### src/rtl/keyrupt_sequencer_pkg.sv
// Shared types and helpers for the keyrupt sequencer and its channels.
package keyrupt_pkg;

  typedef enum logic [1:0] {
    ST_IDLE = 2'd0,
    ST_RUN  = 2'd1,
    ST_DONE = 2'd2
  } state_e;

  // Width of the per-channel pulse-width counter; PULSE_W fits in 1..15.
  localparam int PW_W = 4;

  // Upper bounds for the generic slice helper below.
  localparam int MAX_BUS_W = 512;
  localparam int MAX_CNT_W = 32;

  // Extract channel idx from a flattened cfg bus of cnt_w-bit fields.
  // The caller truncates the result to its own field width.
  function automatic logic [MAX_CNT_W-1:0] cfg_slice(input logic [MAX_BUS_W-1:0] bus,
                                                     input int idx,
                                                     input int cnt_w);
    return MAX_CNT_W'(bus >> (idx * cnt_w));
  endfunction

endpackage

### src/rtl/keyrupt_sequencer_if.sv
// Bus between the keyrupt sequencer and whatever drives/observes it.
// master = bench or FPGA wrapper, slave = the sequencer itself.
interface keyrupt_sequencer_if #(
  parameter int CHANNELS = 3,
  parameter int CNT_W    = 14
);
  logic                      booted;
  logic [CHANNELS*CNT_W-1:0] trig_cfg;
  logic [CHANNELS*CNT_W-1:0] period_cfg;
  logic [CHANNELS-1:0]       ch_en;
  logic [CHANNELS-1:0]       irq;
  logic                      boot_seen;
  logic                      run_active;
  logic                      done;
  logic [CNT_W-1:0]          cycles_left;

  modport master (
    output booted, trig_cfg, period_cfg, ch_en,
    input  irq, boot_seen, run_active, done, cycles_left
  );

  modport slave (
    input  booted, trig_cfg, period_cfg, ch_en,
    output irq, boot_seen, run_active, done, cycles_left
  );
endinterface

### src/rtl/keyrupt_sequencer_channel.sv
// One interrupt channel: first fire on a countdown match, optional periodic
// re-fire, and a width counter that stretches each fire into a pulse.
module keyrupt_channel
  import keyrupt_pkg::*;
#(
  parameter int CNT_W   = 14,
  parameter int PULSE_W = 1
) (
  input  logic             clk,
  input  logic             rst,
  input  logic             run,
  input  logic             run_next,
  input  logic [CNT_W-1:0] cycles_left,
  input  logic [CNT_W-1:0] trig,
  input  logic [CNT_W-1:0] period,
  input  logic             en,
  output logic             irq
);

  localparam logic [PW_W-1:0]  PW_LOAD = PW_W'(PULSE_W);
  localparam logic [CNT_W-1:0] CNT_ONE = CNT_W'(1);
  localparam logic [PW_W-1:0]  PW_ONE  = PW_W'(1);

  logic [CNT_W-1:0] pcnt_q, pcnt_d;
  logic [PW_W-1:0]  wcnt_q, wcnt_d;
  logic             irq_q, irq_d;
  logic             first_hit;
  logic             period_hit;
  logic             fire;

  // Channel registers; everything returns to zero on reset.
  always_ff @(posedge clk) begin
    if (rst) begin
      pcnt_q <= '0;
      wcnt_q <= '0;
      irq_q  <= 1'b0;
    end else begin
      pcnt_q <= pcnt_d;
      wcnt_q <= wcnt_d;
      irq_q  <= irq_d;
    end
  end

  // Fire decision, period countdown (frozen while disabled) and pulse
  // stretching; a re-fire restarts the width counter so pulses merge.
  // Leaving RUN wipes the channel so irq drops on the very next cycle.
  always_comb begin
    first_hit  = (trig != '0) && (cycles_left == trig);
    period_hit = (pcnt_q == CNT_ONE);
    fire       = run & en & (first_hit | period_hit);
    pcnt_d     = pcnt_q;
    wcnt_d     = wcnt_q;
    if (fire) begin
      pcnt_d = period;
    end else if (run && en && (pcnt_q != '0)) begin
      pcnt_d = pcnt_q - CNT_ONE;
    end
    if (fire) begin
      wcnt_d = PW_LOAD;
    end else if (wcnt_q != '0) begin
      wcnt_d = wcnt_q - PW_ONE;
    end
    if (!run_next) begin
      pcnt_d = '0;
      wcnt_d = '0;
    end
    irq_d = (wcnt_d != '0);
  end

  assign irq = irq_q;

endmodule

### src/rtl/keyrupt_sequencer.sv
// Post-boot run-window sequencer: detects the boot edge, runs a fixed
// countdown, drives per-channel keyrupt lines and flags completion.
module keyrupt_sequencer
  import keyrupt_pkg::*;
#(
  parameter int CHANNELS   = 3,
  parameter int CNT_W      = 14,
  parameter int RUN_CYCLES = 8192,
  parameter int PULSE_W    = 1
) (
  input  logic            clk,
  input  logic            rst,
  keyrupt_sequencer_if.slave bus
);

  localparam logic [CNT_W-1:0] RUN_LOAD = CNT_W'(RUN_CYCLES);
  localparam logic [CNT_W-1:0] CNT_ONE  = CNT_W'(1);

  state_e           state_q, state_d;
  logic             booted_q, booted_d;
  logic             boot_armed_q, boot_armed_d;
  logic             boot_seen_q, boot_seen_d;
  logic [CNT_W-1:0] cycles_left_q, cycles_left_d;
  logic             boot_edge;
  logic             run_now;
  logic             run_next;
  logic [CHANNELS-1:0] irq_vec;

  // State register and status flops, all cleared by reset.
  always_ff @(posedge clk) begin
    if (rst) begin
      state_q       <= ST_IDLE;
      booted_q      <= 1'b0;
      boot_armed_q  <= 1'b0;
      boot_seen_q   <= 1'b0;
      cycles_left_q <= '0;
    end else begin
      state_q       <= state_d;
      booted_q      <= booted_d;
      boot_armed_q  <= boot_armed_d;
      boot_seen_q   <= boot_seen_d;
      cycles_left_q <= cycles_left_d;
    end
  end

  // Boot edge detect and IDLE/RUN/DONE sequencing. A boot edge only counts
  // once booted has been seen low since reset, so a level that is still high
  // when reset releases does not start a run. Abort takes priority over the
  // final countdown step.
  always_comb begin
    booted_d      = bus.booted;
    boot_armed_d  = boot_armed_q | ~bus.booted;
    boot_edge     = bus.booted & ~booted_q & boot_armed_q;
    state_d       = state_q;
    cycles_left_d = cycles_left_q;
    boot_seen_d   = 1'b0;
    case (state_q)
      ST_IDLE: begin
        if (boot_edge) begin
          state_d       = ST_RUN;
          cycles_left_d = RUN_LOAD;
          boot_seen_d   = 1'b1;
        end
      end
      ST_RUN: begin
        if (!bus.booted) begin
          state_d       = ST_IDLE;
          cycles_left_d = '0;
        end else if (cycles_left_q == CNT_ONE) begin
          state_d       = ST_DONE;
          cycles_left_d = '0;
        end else begin
          cycles_left_d = cycles_left_q - CNT_ONE;
        end
      end
      ST_DONE: begin
        state_d = ST_DONE;
      end
      default: begin
        state_d       = ST_IDLE;
        cycles_left_d = '0;
      end
    endcase
  end

  assign run_now  = (state_q == ST_RUN);
  assign run_next = (state_d == ST_RUN);

  // One channel instance per interrupt line.
  for (genvar gi = 0; gi < CHANNELS; gi++) begin : g_ch
    logic [CNT_W-1:0] trig_sel;
    logic [CNT_W-1:0] period_sel;

    assign trig_sel   = CNT_W'(cfg_slice(MAX_BUS_W'(bus.trig_cfg), gi, CNT_W));
    assign period_sel = CNT_W'(cfg_slice(MAX_BUS_W'(bus.period_cfg), gi, CNT_W));

    keyrupt_channel #(
      .CNT_W   (CNT_W),
      .PULSE_W (PULSE_W)
    ) u_ch (
      .clk         (clk),
      .rst         (rst),
      .run         (run_now),
      .run_next    (run_next),
      .cycles_left (cycles_left_q),
      .trig        (trig_sel),
      .period      (period_sel),
      .en          (bus.ch_en[gi]),
      .irq         (irq_vec[gi])
    );
  end

  assign bus.irq         = irq_vec;
  assign bus.boot_seen   = boot_seen_q;
  assign bus.run_active  = run_now;
  assign bus.done        = (state_q == ST_DONE);
  assign bus.cycles_left = cycles_left_q;

endmodule

### src/flat_wrapper.sv
// flat-port wrapper written by rule: the top's interface ports become plain ports
module keyrupt_sequencer_flat import keyrupt_pkg::*;
#(
  parameter int CHANNELS   = 3,
  parameter int CNT_W      = 14,
  parameter int RUN_CYCLES = 8192,
  parameter int PULSE_W    = 1
)
  (clk, rst, bus_booted, bus_trig_cfg, bus_period_cfg, bus_ch_en, bus_irq, bus_boot_seen, bus_run_active, bus_done, bus_cycles_left);
  keyrupt_sequencer_if #(.CHANNELS(CHANNELS), .CNT_W(CNT_W)) bus_i ();
  input  logic clk;
  input  logic rst;
  input wire logic [$bits(bus_i.booted)-1:0] bus_booted;
  input wire logic [$bits(bus_i.trig_cfg)-1:0] bus_trig_cfg;
  input wire logic [$bits(bus_i.period_cfg)-1:0] bus_period_cfg;
  input wire logic [$bits(bus_i.ch_en)-1:0] bus_ch_en;
  output wire logic [$bits(bus_i.irq)-1:0] bus_irq;
  output wire logic [$bits(bus_i.boot_seen)-1:0] bus_boot_seen;
  output wire logic [$bits(bus_i.run_active)-1:0] bus_run_active;
  output wire logic [$bits(bus_i.done)-1:0] bus_done;
  output wire logic [$bits(bus_i.cycles_left)-1:0] bus_cycles_left;
  assign bus_i.booted = bus_booted;
  assign bus_i.trig_cfg = bus_trig_cfg;
  assign bus_i.period_cfg = bus_period_cfg;
  assign bus_i.ch_en = bus_ch_en;
  assign bus_irq = bus_i.irq;
  assign bus_boot_seen = bus_i.boot_seen;
  assign bus_run_active = bus_i.run_active;
  assign bus_done = bus_i.done;
  assign bus_cycles_left = bus_i.cycles_left;
  keyrupt_sequencer #(.CHANNELS(CHANNELS), .CNT_W(CNT_W), .RUN_CYCLES(RUN_CYCLES), .PULSE_W(PULSE_W)) u_core (.clk(clk), .rst(rst), .bus(bus_i));
endmodule
### config.mk
export PLATFORM = sky130hd
export DESIGN_NAME = keyrupt_sequencer_flat
export DESIGN_NICKNAME = d
export VERILOG_FILES = /design/src/rtl/keyrupt_sequencer_pkg.sv /design/src/rtl/keyrupt_sequencer_if.sv /design/src/rtl/keyrupt_sequencer_channel.sv /design/src/rtl/keyrupt_sequencer.sv /design/src/flat_wrapper.sv
export SDC_FILE = /design/constraint.sdc
export NUM_CORES = 1
export LEC_CHECK = 0
export CORE_MARGIN = 2
export CORE_UTILIZATION = 52
export DETAILED_ROUTE_END_ITERATION = 7
export GPL_ROUTABILITY_DRIVEN = 0
export PLACE_DENSITY = 0.82
export SLEW_MARGIN = 5
export SYNTH_ARGS = -nofsm -noshare
export SYNTH_HDL_FRONTEND = slang
export SYNTH_SLANG_ARGS = --single-unit
### constraint.sdc
create_clock -name clk -period 2.7 [get_ports clk]
set_clock_uncertainty 0.05 [all_clocks]
set_input_delay 0.405 -clock clk [delete_from_list [all_inputs] [get_ports clk]]
set_output_delay 0.405 -clock clk [all_outputs]
set_load 0.05 [all_outputs]
==> flow_metrics.py <==
metrics = {
    "drt": {
        "num_vias": 5324,
        "wl_per_cell_um": 16.6,
        "wl_met1_um": 6040,
        "highest_layer": "met4",
        "met3_length_um": 1130,
        "wl_met2_um": 7100,
        "post_drt_via_cell_ratio": 6.03,
        "drc_errors": 0,
        "drt_iter0_markers": 215,
        "drt_wl_total_um": 14600,
        "dr.pass1.iters": 4,
        "ant_nets": 0,
    },
    "final_layout": {
        "seqCellArea_um2": 1520,
        "final_cell_mix": "clkdlybuf4s50_1, dfxtp_1, nor2_1",
        "fillers": 756,
        "layout_commonest_cell": "clkdlybuf4s50_1",
        "syn2layout_area_growth_pct": 31.7,
        "insertedDiodeCount": 0,
        "drive_above_1_share": 0.0915,
        "multi_input_area_um2": 3270,
        "nets": 854,
    },
    "timing": {
        "finalCriticalPeriod_ns": 2.52,
        "relSlewSlack": 0.587,
        "hold_ws_ns": 0.417,
        "setup_viol": 0,
        "clock.fmax_ghz": 0.397,
        "drv_slew": 0,
        "hold_violations": 0,
        "rsz0062_at_grt": "no",
        "finalCritPeriodShare": 0.933,
        "worst_slew_pin_slew_ns": 0.604,
    },
    "floorplanning": {
        "core_area_um2": 9330,
        "initial_core_util": 0.539,
        "ios": 110,
        "fp.dieW_um": 102,
        "num_rows": 35,
        "die_y_um": 102,
        "design.die.area_um2": 10500,
    },
    "clock_tree": {
        "cts_root_buf": "clkbuf_8",
        "clock-sinks": 76,
        "clkLatencyLatePin_ns": 0.35,
        "cts_buffer_depth": 2,
        "cts_htree_levels": 3,
        "path_clk_slew_ns": 0.08,
        "post_cts.repair.setup_buffers": 0,
        "cts_tree": "done",
        "cts_resized": 0,
        "ctsHoldBuffers": 0,
        "cts_inserted_buffers": 9,
    },
    "worst_setup_path": {
        "arrival_ns": 2.74,
        "path_max_fanout": 7,
        "slowest_delay_ns": 0.58,
        "cp_cell_sequence": "or4_4, or3_4, buf_4, nor4_4, nor4b_4, xnor2_1, a211oi_2",
        "critical_path.slowest_cell": "or4_4",
        "end_kind": "flip-flop",
        "required_ns": 2.93,
        "cp-start-kind": "flip-flop",
        "crit_type": "reg2reg",
        "r2r_slack_ns": 0.18,
    },
    "synth": {
        "synth_flop_cell": "dfxtp_1",
        "synth_enable_flop_cells": 0,
        "ys_seq_elements": 76,
        "syn_inst": 631,
        "yosysUniqueCellTypes": 65,
        "synth_nets": 735,
        "synth.avg_cell_area_um2": 7.97,
        "synth-seq-area-share": 0.303,
        "async_flop_share": 0,
        "yosysWarnings": 0,
        "netlist_area_um2": 5030,
    },
    "global_route": {
        "grt_pass1_vias": 5098,
        "antenna_found_initial": 0,
        "grt_max_degree": 33,
        "grt_usage": 0.282,
        "grt_overflow": 0,
        "grt_pass1_wl_um": 23400,
    },
    "flow_run": {
        "max_cap_violations": 0,
    },
    "pwr": {
        "powerDensity_nw_per_um2": 415,
        "intPower_mw": 1.99,
        "switching_share": 0.274,
        "p_switching_mw": 0.754,
        "combPwrFrac": 0.214,
        "seq_power_share": 0.426,
        "clkPwrFrac": 0.360,
        "p_leak_nw": 2.53,
        "irDropWorstVdd_mv": 0.354,
        "power_mw": 2.75,
    },
    "placement": {
        "numPortBuffers": 109,
        "detailed_place_hpwl_um": 11000,
    },
    "hold_path": {
        "hp-class": "reg2reg",
    },
    "status": {
        "outcome": "finished clean",
    },
}
==> worst paths after layout <==
kind	start	to	depth (start not counted)
setup reg to reg	u_core.g_ch[0].u_ch.pcnt_q[2]	u_core.g_ch[0].u_ch.pcnt_q[13]	7
setup / recovery	u_core.g_ch[0].u_ch.pcnt_q[2]	u_core.g_ch[0].u_ch.pcnt_q[13]	7
hold reg to reg	u_core.boot_armed_q	u_core.boot_armed_q	2
hold / removal	u_core.boot_armed_q	u_core.boot_armed_q	2
==> per-layer routing <==
layer / vias up / track usage
met5: - / 0
met4: 0 / 0.106
met3: 36 / 0.0527
met2: 250 / 0.490
met1: 2503 / 0.346
li1: 2535 / -
==> logic make-up (layout without fill, tap and decap cells) <==
| kind of cell | count (synthesis) | after routing | synth area share |
|---|---|---|---|
| buffers and inverters | 59 | 182 | 0.0498 |
| XOR/XNOR | 75 | 75 | 0.131 |
| multiplexers | 11 | 11 | 0.0219 |
| AO/OA/AOI/OAI | 125 | 125 | 0.172 |
| AND/OR/NAND/NOR | 271 | 271 | 0.288 |
| adder cells (fa/ha/maj) | 14 | 14 | 0.0348 |
| flip-flops | 76 | 76 | 0.303 |
==> power groups by stage <==
stage          combinational (mW)  clock [mW]  sequential (mW)
3_5_place_dp                0.580           0             1.20
3_3_place_gp                0.568           0             1.20
5_1_grt                     0.625        1.05             1.17
4_1_cts                     0.584        1.00             1.17
2_1_floorplan               0.245           0             1.25
6_report                    0.587       0.990             1.17
==> flip-flops by register name, summed over array words and instances (netlist names) <==
name                     count
u_core.booted_q              1
u_core.g_ch.u_ch.wcnt_q     12
u_core.bus.cycles_left      14
u_core.g_ch.u_ch.pcnt_q     42
u_core.state_q               2
u_core.g_ch.u_ch.irq         3
u_core.bus.boot_seen         1
u_core.boot_armed_q          1
==> metrics by stage <==
stage	util	cell area, µm²	setup slack [ns]	setup TNS, ns	std cells
2_1_floorplan	-	5030	0.0197	0	631
3_3_place_gp	0.685	6390	0.0832	0	868
3_5_place_dp	0.685	6390	-0.0133	-0.0133	868
4_1_cts	0.709	6610	0.122	0	883
5_1_grt	0.710	6620	0.0451	0	883
6_report	0.710	6620	0.181	0	883
==> cell type report <==
cell class / count / share of cell area
inverters: 24 / 0.0136
well taps: 129 / 0.0244
clock inverters: 4 / 0.0110
repair buffers: 143 / 0.205
flip-flops and latches: 76 / 0.230
clock buffers: 11 / 0.0229
multi-input cells: 496 / 0.493
==> critical path: cells and delay by family, from the launching register on <==
kind                   cells  cell delay, ns
AO/OA/AOI/OAI              1            0.21
buffers and inverters      1            0.17
XOR/XNOR                   1            0.12
AND/OR/NAND/NOR            4            1.51
flip-flops                 1            0.38
==> cells in the mapped netlist (all sizes together), types with 5 or more instances <==
master / number / share of area
o31ai: 10 / 0.018
dfxtp: 76 / 0.30
clkbuf: 19 / 0.014
o21ai: 14 / 0.015
nor3b: 5 / 0.0075
xor2: 46 / 0.080
or2: 5 / 0.0062
ha: 14 / 0.035
mux2i: 11 / 0.022
or4: 9 / 0.014
nand2: 40 / 0.030
xnor2: 29 / 0.051
nor2b: 7 / 0.0087
a22oi: 5 / 0.0075
nor3: 20 / 0.020
nand4: 16 / 0.020
a31oi: 11 / 0.014
nand2b: 5 / 0.0062
inv: 24 / 0.018
nand3b: 6 / 0.0090
nand3: 27 / 0.027
nor4: 31 / 0.043
nor2: 71 / 0.053
or3: 11 / 0.014
a211oi: 12 / 0.019
buf: 16 / 0.018
a21oi: 35 / 0.035
Note: power is estimated with default switching activity, not from simulation.
